## src/rtl/usb_feature_unit_ctrl_pkg.sv

```systemverilog
`default_nettype none
// ============================================================================
// Module      : usb_feature_unit_ctrl_pkg
// Description : Shared definitions for the UAC1 Feature Unit control handler:
//               class request codes, control selectors, FSM states and the
//               natural payload size of each control.
// Revision    : 1.0 - initial release
// ============================================================================
package usb_feature_unit_ctrl_pkg;

    // Class-specific request codes (bRequest)
    localparam logic [7:0] c_SET_CUR = 8'h01;
    localparam logic [7:0] c_GET_CUR = 8'h81;
    localparam logic [7:0] c_GET_MIN = 8'h82;
    localparam logic [7:0] c_GET_MAX = 8'h83;
    localparam logic [7:0] c_GET_RES = 8'h84;

    // Feature Unit control selectors (wValue[15:8])
    localparam logic [7:0] c_MUTE_CONTROL   = 8'h01;
    localparam logic [7:0] c_VOLUME_CONTROL = 8'h02;

    typedef enum logic [2:0] {
        ST_IDLE       = 3'd0,
        ST_DECODE     = 3'd1,
        ST_RECV_DATA  = 3'd2,
        ST_STATUS_IN  = 3'd3,
        ST_SEND_DATA  = 3'd4,
        ST_WAIT_ACK   = 3'd5,
        ST_STATUS_OUT = 3'd6
    } fu_state_t;

    // Payload size in bytes of a control; 0 marks an unsupported selector
    function automatic logic [1:0] natural_size(input logic [7:0] cs);
        case (cs)
            c_MUTE_CONTROL:   natural_size = 2'd1;
            c_VOLUME_CONTROL: natural_size = 2'd2;
            default:          natural_size = 2'd0;
        endcase
    endfunction

endpackage
`default_nettype wire

```

## src/rtl/fu_volume_ramp.sv

```systemverilog
`default_nettype none
// ============================================================================
// Module      : fu_volume_ramp
// Description : Per-channel volume smoother. Steps the output by VOL_RES
//               toward the target once every 2^RAMP_SHIFT clocks; a residual
//               smaller than VOL_RES lands directly on the target.
// Revision    : 1.0 - initial release
// ============================================================================
module fu_volume_ramp #(
    parameter logic [15:0] VOL_RES     = 16'h0100,
    parameter logic [15:0] VOL_DEFAULT = 16'hF400,
    parameter int          RAMP_SHIFT  = 10
) (
    input  logic        clk,
    input  logic        rst,
    input  logic [15:0] i_target,
    output logic [15:0] o_volume
);

    logic [RAMP_SHIFT-1:0] r_tick;
    logic [15:0]           r_vol;
    logic [16:0]           w_diff;
    logic [16:0]           w_mag;

    // Signed distance to target, sign-extended so it never overflows
    always_comb begin
        w_diff = {i_target[15], i_target} - {r_vol[15], r_vol};
        w_mag  = w_diff[16] ? (17'd0 - w_diff) : w_diff;
    end

    // Free-running tick counter; one step toward the target per wrap
    always_ff @(posedge clk) begin
        if (rst) begin
            r_tick <= '0;
            r_vol  <= VOL_DEFAULT;
        end else begin
            r_tick <= r_tick + 1'b1;
            if (&r_tick) begin
                if (w_mag < {1'b0, VOL_RES}) begin
                    r_vol <= i_target;
                end else if (w_diff[16]) begin
                    r_vol <= r_vol - VOL_RES;
                end else begin
                    r_vol <= r_vol + VOL_RES;
                end
            end
        end
    end

    assign o_volume = r_vol;

endmodule
`default_nettype wire

```

## src/rtl/usb_feature_unit_ctrl.sv

```systemverilog
`default_nettype none
// ============================================================================
// Module      : usb_feature_unit_ctrl
// Description : USB Audio Class 1.0 Feature Unit control handler (Mute and
//               Volume, master + CHANNELS logical channels) on endpoint 0.
//               Optional: FU_VOLUME_RAMP_EN smooths Volume outputs toward the
//               committed targets through one fu_volume_ramp per channel.
// Revision    : 1.0 - initial release
// ============================================================================
module usb_feature_unit_ctrl
    import usb_feature_unit_ctrl_pkg::*;
#(
    parameter int          CHANNELS    = 2,
    parameter logic [7:0]  UNIT_ID     = 8'd2,
    parameter logic [7:0]  INTERFACE   = 8'd0,
    parameter logic [15:0] VOL_MIN     = 16'hC400,
    parameter logic [15:0] VOL_MAX     = 16'h0000,
    parameter logic [15:0] VOL_RES     = 16'h0100,
    parameter logic [15:0] VOL_DEFAULT = 16'hF400,
    parameter int          RAMP_SHIFT  = 10
) (
    input  logic                      Clk,
    input  logic                      Reset,
    input  logic                      Setup_Valid,
    input  logic [7:0]                Setup_Request,
    input  logic [15:0]               Setup_Value,
    input  logic [15:0]               Setup_Index,
    input  logic [15:0]               Setup_Length,
    input  logic                      Error,
    input  logic [7:0]                OUT_Data,
    input  logic                      OUT_Valid,
    input  logic                      OUT_EoP,
    output logic [7:0]                IN_Data,
    output logic                      IN_Ready,
    output logic                      IN_ZeroLength,
    input  logic                      IN_WaitRequest,
    input  logic                      IN_Ack,
    output logic                      IN_Sequence,
    output logic                      Stall,
    output logic                      Changed,
    output logic [CHANNELS:0]         Mute,
    output logic [16*(CHANNELS+1)-1:0] Volume
);

    localparam logic [7:0] c_MAX_CN = 8'(CHANNELS);

    fu_state_t   r_state;
    logic [7:0]  r_req;
    logic [7:0]  r_cs;
    logic [7:0]  r_cn;
    logic [15:0] r_index;
    logic [15:0] r_len;
    logic [1:0]  r_cnt;
    logic [1:0]  r_size;
    logic [15:0] r_resp;
    logic [7:0]  r_rx_byte0;
    logic [7:0]  r_in_data;
    logic        r_in_ready;
    logic        r_in_zlp;
    logic        r_in_seq;
    logic        r_stall;
    logic        r_changed;
    logic [CHANNELS:0] r_mute;
    logic [15:0] r_vol_tgt [CHANNELS+1];

    logic        w_is_mute;
    logic        w_is_vol;
    logic        w_is_set;
    logic        w_is_get;
    logic [1:0]  w_nat;
    logic        w_bad;
    logic        w_cur_mute;
    logic [15:0] w_cur_vol;
    logic [15:0] w_resp;
    logic [1:0]  w_size;
    logic [15:0] w_rx_vol;
    logic [15:0] w_clamped;

    // Request validation and GET response selection from the latched SETUP
    always_comb begin
        w_is_mute  = (r_cs == c_MUTE_CONTROL);
        w_is_vol   = (r_cs == c_VOLUME_CONTROL);
        w_is_set   = (r_req == c_SET_CUR);
        w_is_get   = (r_req == c_GET_CUR) || (r_req == c_GET_MIN) ||
                     (r_req == c_GET_MAX) || (r_req == c_GET_RES);
        w_nat      = natural_size(r_cs);
        w_cur_mute = 1'b0;
        w_cur_vol  = '0;
        for (int n = 0; n <= CHANNELS; n++) begin
            if (r_cn == 8'(n)) begin
                w_cur_mute = r_mute[n];
                w_cur_vol  = r_vol_tgt[n];
            end
        end
        w_bad = (r_index != {UNIT_ID, INTERFACE}) ||
                !(w_is_mute || w_is_vol) ||
                (r_cn > c_MAX_CN) ||
                !(w_is_set || w_is_get) ||
                (w_is_mute && w_is_get && (r_req != c_GET_CUR)) ||
                (w_is_set && (r_len != {14'd0, w_nat}));
        case (r_req)
            c_GET_MIN: w_resp = VOL_MIN;
            c_GET_MAX: w_resp = VOL_MAX;
            c_GET_RES: w_resp = VOL_RES;
            default:   w_resp = w_is_mute ? {15'd0, w_cur_mute} : w_cur_vol;
        endcase
        w_size = (r_len < {14'd0, w_nat}) ? r_len[1:0] : w_nat;
    end

    // Incoming volume assembled little-endian and clamped to the legal range
    always_comb begin
        w_rx_vol = {OUT_Data, r_rx_byte0};
        if ($signed(w_rx_vol) < $signed(VOL_MIN)) begin
            w_clamped = VOL_MIN;
        end else if ($signed(w_rx_vol) > $signed(VOL_MAX)) begin
            w_clamped = VOL_MAX;
        end else begin
            w_clamped = w_rx_vol;
        end
    end

    // Control-transfer FSM; a new SETUP overrides whatever is in flight
    always_ff @(posedge Clk) begin
        if (Reset) begin
            r_state    <= ST_IDLE;
            r_req      <= '0;
            r_cs       <= '0;
            r_cn       <= '0;
            r_index    <= '0;
            r_len      <= '0;
            r_cnt      <= '0;
            r_size     <= '0;
            r_resp     <= '0;
            r_rx_byte0 <= '0;
            r_in_data  <= '0;
            r_in_ready <= 1'b0;
            r_in_zlp   <= 1'b0;
            r_in_seq   <= 1'b0;
            r_stall    <= 1'b0;
            r_changed  <= 1'b0;
            r_mute     <= '0;
            for (int n = 0; n <= CHANNELS; n++) begin
                r_vol_tgt[n] <= VOL_DEFAULT;
            end
        end else begin
            r_changed <= 1'b0;
            if (Setup_Valid) begin
                r_stall    <= 1'b0;
                r_in_ready <= 1'b0;
                r_in_seq   <= 1'b1;
                r_req      <= Setup_Request;
                r_cs       <= Setup_Value[15:8];
                r_cn       <= Setup_Value[7:0];
                r_index    <= Setup_Index;
                r_len      <= Setup_Length;
                r_cnt      <= '0;
                r_state    <= ST_DECODE;
            end else begin
                case (r_state)
                    ST_IDLE: begin
                        r_state <= ST_IDLE;
                    end
                    ST_DECODE: begin
                        r_cnt <= '0;
                        if (w_bad) begin
                            r_stall <= 1'b1;
                            r_state <= ST_IDLE;
                        end else if (w_is_set) begin
                            r_state <= ST_RECV_DATA;
                        end else begin
                            r_resp    <= w_resp;
                            r_size    <= w_size;
                            r_in_data <= w_resp[7:0];
                            r_in_zlp  <= (w_size == 2'd0);
                            r_state   <= ST_SEND_DATA;
                        end
                    end
                    ST_RECV_DATA: begin
                        if (OUT_Valid && OUT_EoP) begin
                            if (({1'b0, r_cnt} + 3'd1) == {1'b0, w_nat}) begin
                                for (int n = 0; n <= CHANNELS; n++) begin
                                    if (r_cn == 8'(n)) begin
                                        if (w_is_mute) begin
                                            r_mute[n] <= OUT_Data[0];
                                        end else begin
                                            r_vol_tgt[n] <= w_clamped;
                                        end
                                    end
                                end
                                r_changed  <= 1'b1;
                                r_in_zlp   <= 1'b1;
                                r_in_ready <= 1'b1;
                                r_state    <= ST_STATUS_IN;
                            end else begin
                                r_stall <= 1'b1;
                                r_state <= ST_IDLE;
                            end
                        end else if (OUT_Valid) begin
                            if (r_cnt == 2'd0) begin
                                r_rx_byte0 <= OUT_Data;
                            end
                            if (r_cnt != 2'd3) begin
                                r_cnt <= r_cnt + 2'd1;
                            end
                        end
                    end
                    ST_STATUS_IN: begin
                        if (IN_Ack) begin
                            r_in_ready <= 1'b0;
                            r_state    <= ST_IDLE;
                        end
                    end
                    ST_SEND_DATA: begin
                        if (OUT_Valid && OUT_EoP) begin
                            // Host moved to the status stage early
                            r_in_ready <= 1'b0;
                            r_state    <= ST_IDLE;
                        end else if (!r_in_ready) begin
                            r_in_ready <= 1'b1;
                        end else if (!IN_WaitRequest) begin
                            if ((r_size == 2'd0) || (r_cnt == (r_size - 2'd1))) begin
                                r_in_ready <= 1'b0;
                                r_state    <= ST_WAIT_ACK;
                            end else begin
                                r_cnt     <= r_cnt + 2'd1;
                                r_in_data <= r_resp[15:8];
                            end
                        end
                    end
                    ST_WAIT_ACK: begin
                        if (Error) begin
                            r_cnt     <= '0;
                            r_in_data <= r_resp[7:0];
                            r_state   <= ST_SEND_DATA;
                        end else if (IN_Ack) begin
                            r_in_seq <= ~r_in_seq;
                            r_state  <= ST_STATUS_OUT;
                        end
                    end
                    ST_STATUS_OUT: begin
                        if (OUT_Valid && OUT_EoP) begin
                            r_state <= ST_IDLE;
                        end
                    end
                    default: begin
                        r_state <= ST_IDLE;
                    end
                endcase
            end
        end
    end

    assign IN_Data       = r_in_data;
    assign IN_Ready      = r_in_ready;
    assign IN_ZeroLength = r_in_zlp;
    assign IN_Sequence   = r_in_seq;
    assign Stall         = r_stall;
    assign Changed       = r_changed;
    assign Mute          = r_mute;

`ifdef FU_VOLUME_RAMP_EN
    generate
        for (genvar g = 0; g <= CHANNELS; g++) begin : g_ramp
            fu_volume_ramp #(
                .VOL_RES     (VOL_RES),
                .VOL_DEFAULT (VOL_DEFAULT),
                .RAMP_SHIFT  (RAMP_SHIFT)
            ) u_ramp (
                .clk      (Clk),
                .rst      (Reset),
                .i_target (r_vol_tgt[g]),
                .o_volume (Volume[16*g +: 16])
            );
        end
    endgenerate
`else
    generate
        for (genvar g = 0; g <= CHANNELS; g++) begin : g_vol
            assign Volume[16*g +: 16] = r_vol_tgt[g];
        end
    endgenerate

    // Ramp timing has no effect when volume follows the target directly
    logic [31:0] w_ramp_shift_unused;
    assign w_ramp_shift_unused = RAMP_SHIFT;
`endif

endmodule
`default_nettype wire

```

## config.mk

```make
export PLATFORM = sky130hd
export DESIGN_NAME = usb_feature_unit_ctrl
export DESIGN_NICKNAME = d
export VERILOG_FILES = /design/src/rtl/usb_feature_unit_ctrl_pkg.sv /design/src/rtl/fu_volume_ramp.sv /design/src/rtl/usb_feature_unit_ctrl.sv
export SDC_FILE = /design/constraint.sdc
export NUM_CORES = 1
export LEC_CHECK = 0
export CAP_MARGIN = 40
export CORE_UTILIZATION = 32
export CTS_BUF_LIST = sky130_fd_sc_hd__clkbuf_16
export DETAILED_ROUTE_END_ITERATION = 7
export GPL_ROUTABILITY_DRIVEN = 0
export PLACE_DENSITY = 0.59
export SYNTH_ARGS = -nofsm -noshare
export SYNTH_HDL_FRONTEND = slang
export SYNTH_SLANG_ARGS = --single-unit
```

## constraint.sdc

```tcl
create_clock -name Clk -period 6.91 [get_ports Clk]
set_clock_uncertainty 0.15 [all_clocks]
set_input_delay 1.0365 -clock Clk [delete_from_list [all_inputs] [get_ports Clk]]
set_output_delay 1.0365 -clock Clk [all_outputs]
set_load 0.01 [all_outputs]
```

Word level (Yosys, flattened, before mapping)
Memories as Yosys holds them, arrays and structs flattened.
Cells that the tools add are included.
{"block": "totals", "in_bits": 72, "wordCells": 218, "mem_count": 1, "ram_bits": 48, "regBits": 103, "output_inout_bits": 64}
{"block": "op_classes", "mux": 90, "addsub": 3, "n_reduce_logical": 42, "order_cmp": 4, "n_eq_ne": 49, "bitwise_logic": 9}
{"memory": "r_vol_tgt", "depth": 3, "word_bits": 16, "read_ports": 3, "rd_ports_with_merged_regs": 0, "wr": 3, "line": "usb_feature_unit_ctrl.sv:64", "source": "logic [15:0] r_vol_tgt [CHANNELS+1];"}
{"operator": "$mux 16", "n": 9}
{"operator": "$mux 8", "n": 7}
{"operator": "$pmux 16 s3", "n": 1}
{"operator": "$mux 1", "n": 45}
{"operator": "$ne 2x2->1 const B", "n": 18}
{"operator": "$mux 3", "n": 11}
{"operator": "$eq 8x8->1 const B", "n": 4}
{"operator": "$eq 8x1->1 const B", "n": 3}
{"operator": "$pmux 8 s3", "n": 1}
{"operator": "$reduce_and 6->1", "n": 4}
{"operator": "$ne 3x3->1 const B", "n": 7}
{"operator": "$mux 2", "n": 10}
{"operator": "$pmux 3 s6", "n": 1}
{"operator": "$reduce_and 9->1", "n": 2}
{"operator": "$eq 8x2->1 const B", "n": 2}
{"operator": "$gt 16x1->1 const B", "n": 1}
{"operator": "$lt 16x15->1 const B", "n": 1}
{"operator": "$lt 16x2->1", "n": 1}
{"operator": "$ne 16x10->1 const B", "n": 1}
{"operator": "$ne 16x2->1", "n": 1}
{"operator": "$ne 4x4->1 const B", "n": 4}
{"operator": "$reduce_and 7->1", "n": 2}
{"operator": "$reduce_and 4->1", "n": 3}
{"operator": "$logic_or 1x1->1", "n": 11}
{"operator": "other kinds (27)", "n": 47}

Logic depth before layout (Yosys ltp)
{"block": "logic_depth", "ltp_word": 12, "depth_mapped": 10, "depth_no_buf": 10}

Worst setup path after synthesis
OpenSTA, ideal clock, no wires.
{"block": "synth_timing", "kind": "input-to-reg", "start": "in OUT_Data[2]", "end": "mem r_vol_tgt[0][0], data pin", "cell_stages": 5, "setup_slack_ps": 4027, "arrival_ps": 2597, "required_ps": 6624, "setup_time_ps": 136, "path_buffers": 0, "path_cell_list": "or4_1 nand3_1 ha_1 nor3_1 and2_2"}
{"element": "start: declaration", "line": "usb_feature_unit_ctrl.sv:30", "source": "input logic [7:0] OUT_Data,"}
{"element": "end: declaration", "line": "usb_feature_unit_ctrl.sv:64"}

==> impl_metrics.xml <==
<?xml version="1.0" encoding="UTF-8"?>
<metrics>
  <group name="synthesis">
    <metric name="ys_seq_area_frac" unit="">0.517</metric>
    <metric name="synth.top_cells.by_count" unit="">117 x nor2_1, 103 x dfxtp_1, 88 x mux2i_1, 48 x edfxtp_1, 31 x nand2_1</metric>
    <metric name="async_reset_ff_frac" unit="">0</metric>
    <metric name="syn_nets" unit="">747</metric>
    <metric name="synth.lib_cells_used.distinct" unit="">67</metric>
    <metric name="synth_enable_flop_cells" unit="">48</metric>
    <metric name="synth_top_area_frac" unit="">0.305</metric>
    <metric name="post_synth_main_area_contributors" unit="">dfxtp_1 30%, edfxtp_1 21%, mux2i_1 13%</metric>
    <metric name="synthesis.area_per_instance" unit="sq um">10.1</metric>
    <metric name="syn_area" unit="sq um">6770</metric>
    <metric name="yosys_warnings" unit="">0</metric>
    <metric name="yosys.cell_count.top_type" unit="">nor2_1</metric>
    <metric name="synthCells" unit="">669</metric>
    <metric name="ys_seq_elements" unit="">151</metric>
    <metric name="synth_ff_type" unit="">dfxtp_1</metric>
    <metric name="yosys.area.top_type" unit="">dfxtp_1</metric>
  </group>
  <group name="grt">
    <metric name="pin_count_of_the_biggest_net_entering_global_routing" unit="">58</metric>
    <metric name="grt.total_usage" unit="">0.173</metric>
    <metric name="grt_remaining_overflow" unit="">0</metric>
    <metric name="antenna_found_initial" unit="">0</metric>
    <metric name="first_pass_grt_wire_length" unit="um">28700</metric>
    <metric name="grt_pass1_vias" unit="">5175</metric>
  </group>
  <group name="worst_setup_path">
    <metric name="worst_setup_path_start_kind" unit="">input port</metric>
    <metric name="slowest_cell_on_the_critical_path" unit="">a21o_1</metric>
    <metric name="critPathArrivalTime" unit="ns">3.16</metric>
    <metric name="reg2reg_from" unit="">r_cnt[0]$_SDFFE_PP0P_</metric>
    <metric name="timing.critical_path.to_type" unit="">flop</metric>
    <metric name="criticalPathCategory" unit="">input port to flop</metric>
    <metric name="worstPathCellList" unit="">clkdlybuf4s50_1 -&gt; and2_1 -&gt; nand4_1 -&gt; nor4_1 -&gt; a21o_1</metric>
    <metric name="path_buf_inv" unit="">1</metric>
    <metric name="worst_r2r_path_depth" unit="">9</metric>
    <metric name="r2r_slack" unit="ns">3.82</metric>
    <metric name="dominant_delay_contributor_by_cell_family_on_the_critical_path" unit="">simple AND/OR/NAND/NOR gates</metric>
    <metric name="r2r_end" unit="">r_vol_tgt[0][38]$_DFFE_PP_</metric>
    <metric name="critical_path.max_stage_delay" unit="ns">0.65</metric>
    <metric name="largest_fanout_on_the_critical_path" unit="">16</metric>
    <metric name="cp_data_required_time" unit="ns">6.81</metric>
  </group>
  <group name="clocking">
    <metric name="cts-root-buf" unit="">clkbuf_16</metric>
    <metric name="clock_tree.htree_level_count" unit="">4</metric>
    <metric name="total_setup_buffers_inserted_after_cts" unit="">0</metric>
    <metric name="cts_hold_repair.buffers" unit="">0</metric>
    <metric name="tritoncts" unit="">yes</metric>
    <metric name="ctsResizeCount" unit="">0</metric>
    <metric name="register_clock_pin_slew_on_the_reported_worst_setup_and_hold_paths" unit="ns">0.07</metric>
    <metric name="clk_path_buf_depth" unit="">2</metric>
    <metric name="cts_num_sinks" unit="">151</metric>
    <metric name="clkLatencyLatePin" unit="ns">0.42</metric>
    <metric name="cts_inserted_buffers" unit="">17</metric>
  </group>
  <group name="flow_run">
    <metric name="maxCapViolCount" unit="">0</metric>
  </group>
  <group name="worst_hold_path">
    <metric name="holdCritPathClass" unit="">flop to flop</metric>
    <metric name="hold-path-endpoint" unit="">Mute[0]$_SDFFE_PP0P_</metric>
    <metric name="timing.hold.worst_path_depth" unit="">2</metric>
    <metric name="worstHoldStart" unit="">Mute[0]$_SDFFE_PP0P_</metric>
  </group>
  <group name="floorplan">
    <metric name="floorplan.rows" unit="">52</metric>
    <metric name="floorplan.die.height" unit="um">147</metric>
    <metric name="die_area" unit="sq um">21700</metric>
    <metric name="num_io_pins" unit="">136</metric>
    <metric name="chipWidth" unit="um">147</metric>
    <metric name="floorplan.initialDensity" unit="">0.330</metric>
    <metric name="floorplan.core_area" unit="sq um">20500</metric>
  </group>
  <group name="placed_design">
    <metric name="portBuffers" unit="">135</metric>
    <metric name="place_hpwl" unit="um">13600</metric>
    <metric name="dp.cells" unit="">1049</metric>
  </group>
  <group name="detailed_routing">
    <metric name="drt-total-wl" unit="um">18500</metric>
    <metric name="ant_nets" unit="">0</metric>
    <metric name="detailroute.via_count" unit="">5400</metric>
    <metric name="detail_route.wl_per_cell" unit="um">17.1</metric>
    <metric name="dr.pass1.iters" unit="">5</metric>
    <metric name="dr.first_iter.drc_count" unit="">395</metric>
    <metric name="post_drt_via_cell_ratio" unit="">5.00</metric>
    <metric name="drc" unit="">0</metric>
  </group>
  <group name="final_layout">
    <metric name="multiInputGateArea" unit="sq um">3060</metric>
    <metric name="fraction_of_layout_cells_with_a_size_suffix_above_1" unit="">0.0900</metric>
    <metric name="ff_latch_area" unit="sq um">3500</metric>
    <metric name="number_of_nets_in_the_layout" unit="">876</metric>
    <metric name="syn_to_final_growth" unit="%">33.4</metric>
    <metric name="layout.cells.non_filler" unit="">1081</metric>
    <metric name="antenna_cells" unit="">0</metric>
    <metric name="nFillCells" unit="">1975</metric>
  </group>
  <group name="power">
    <metric name="clkPwrFrac" unit="">0.431</metric>
    <metric name="pwr-share-seq" unit="">0.458</metric>
    <metric name="net_sw_power" unit="mW">0.579</metric>
    <metric name="total_power_divided_by_cell_area" unit="nW/um^2">236</metric>
    <metric name="comb_power_share" unit="">0.110</metric>
    <metric name="power_switching_share" unit="">0.271</metric>
    <metric name="leakagePower" unit="nW">3.37</metric>
    <metric name="power.ir.vdd_worst" unit="V">0.000140</metric>
    <metric name="intPower" unit="mW">1.56</metric>
  </group>
  <group name="timing">
    <metric name="timing.final.crit_share" unit="">0.472</metric>
    <metric name="tightest_slew" unit="ns">0.807</metric>
    <metric name="fin_tns_setup" unit="ns">0</metric>
    <metric name="timing.final.hold_violations" unit="">0</metric>
    <metric name="min_period" unit="ns">3.26</metric>
    <metric name="fmaxAchievable" unit="MHz">306</metric>
    <metric name="maxSlewViolCount" unit="">0</metric>
    <metric name="grt_setup_unrepaired" unit="">false</metric>
    <metric name="report.final.setup_viol" unit="">0</metric>
    <metric name="timing.slew.headroom" unit="">0.462</metric>
  </group>
  <group name="outcome">
    <metric name="status" unit="">complete, no violations</metric>
  </group>
</metrics>
## metrics by stage
stage | power [mW] | setup WS [ns] | area (sq um) | hold slack (ns) | util
final | 2.13 | 3.65 | 9030 | 0.324 | 0.441
after global routing | 2.22 | 3.46 | 9030 | 0.347 | 0.441
after CTS | 2.15 | 3.70 | 9030 | 0.324 | 0.441
after detailed placement | 1.23 | 3.25 | 8420 | 0.315 | 0.411
after global placement | 1.23 | 2.94 | 8330 | 0.312 | 0.406
after floorplan | 1.11 | 4.03 | 6770 | 0.295 | -
## state kept, by name, summed over array words and instances (netlist names), 2 cells and up
| name | cells |
|---|---|
| r_vol_tgt | 48 |
| r_index | 16 |
| r_len | 16 |
| r_resp | 16 |
| IN_Data | 8 |
| r_cn | 8 |
| r_cs | 8 |
| r_req | 8 |
| r_rx_byte0 | 8 |
| Mute | 3 |
| r_state | 3 |
| r_cnt | 2 |
| r_size | 2 |
## metal layers
metal	track usage	routed length [um]	up-vias
met4	0.0474	184	0
li1	-	-	2689
met3	0.0429	1170	14
met1	0.245	9080	2533
met5	0	0	-
met2	0.260	8030	164
## power groups by stage
| stage | Clock (mW) | Sequential [mW] | Combinational (mW) |
|---|---|---|---|
| floorplan | 0 | 0.993 | 0.118 |
| global placement | 0 | 0.999 | 0.230 |
| detailed placement | 0 | 0.998 | 0.236 |
| CTS | 0.938 | 0.978 | 0.237 |
| global route | 0.981 | 0.982 | 0.255 |
| finish | 0.920 | 0.978 | 0.236 |
## cells in the final DEF, fill, tap and decap left out, types with 4 or more instances in the layout
cell / n
a211oi_1: 11
dfxtp_1: 103
a31oi_1: 5
inv_1: 14
buf_4: 7
nor3_1: 15
clkinv_8: 6
o21ai_0: 21
mux2i_1: 88
edfxtp_1: 48
and2_2: 10
nand2b_1: 14
ha_1: 6
nand2_1: 31
clkdlybuf4s50_1: 133
nor2_1: 117
nand4b_1: 5
o22ai_1: 16
clkbuf_16: 17
nand3_1: 15
a21boi_0: 4
or4_1: 5
nor4b_1: 4
o2111ai_1: 8
nor4_1: 14
nor3b_1: 4
a21oi_1: 23
## tightest hold or removal path: cells and delay by family (launching register included)
family	cells	cell delay (ns)
AO/OA/AOI/OAI	1	0.05
flip-flops	1	0.32
AND/OR/NAND/NOR	1	0.06
## cells by family (layout without fill, tap and decap cells)
kind of cell             Yosys count  in the layout  share of synthesized area
flip-flops                       151            151                      0.517
AO/OA/AOI/OAI                    107            107                      0.106
XOR/XNOR                           4              4                    0.00518
buffers and inverters             50            192                     0.0307
adder cells (fa/ha/maj)            6              6                     0.0111
AND/OR/NAND/NOR                  263            263                      0.200
multiplexers                      88             88                      0.130
## area by class of cell
type | count | area share
tap | 270 | 0.0374
timing repair buffer | 145 | 0.162
multi-input combinational | 468 | 0.339
inverter | 15 | 0.00624
clock buffer | 17 | 0.0471
clock inverter | 15 | 0.0201
sequential | 151 | 0.388
## worst max path at each step
stage / startpoint / endpoint / slack [ns] / depth (start not counted)
6_report: OUT_EoP / r_vol_tgt[0][8]$_DFFE_PP_ / 3.65 / 5
2_1_floorplan: OUT_Data[2] / r_vol_tgt[0][0]$_DFFE_PP_ / 4.03 / 5
3_3_place_gp: OUT_EoP / r_vol_tgt[0][21]$_DFFE_PP_ / 2.94 / 6
3_5_place_dp: OUT_EoP / r_vol_tgt[0][3]$_DFFE_PP_ / 3.25 / 5
4_1_cts: OUT_EoP / r_vol_tgt[0][0]$_DFFE_PP_ / 3.70 / 5
5_1_grt: r_cnt[0]$_SDFFE_PP0P_ / r_vol_tgt[0][24]$_DFFE_PP_ / 3.46 / 9
Note: power is estimated with default switching activity, not from simulation.
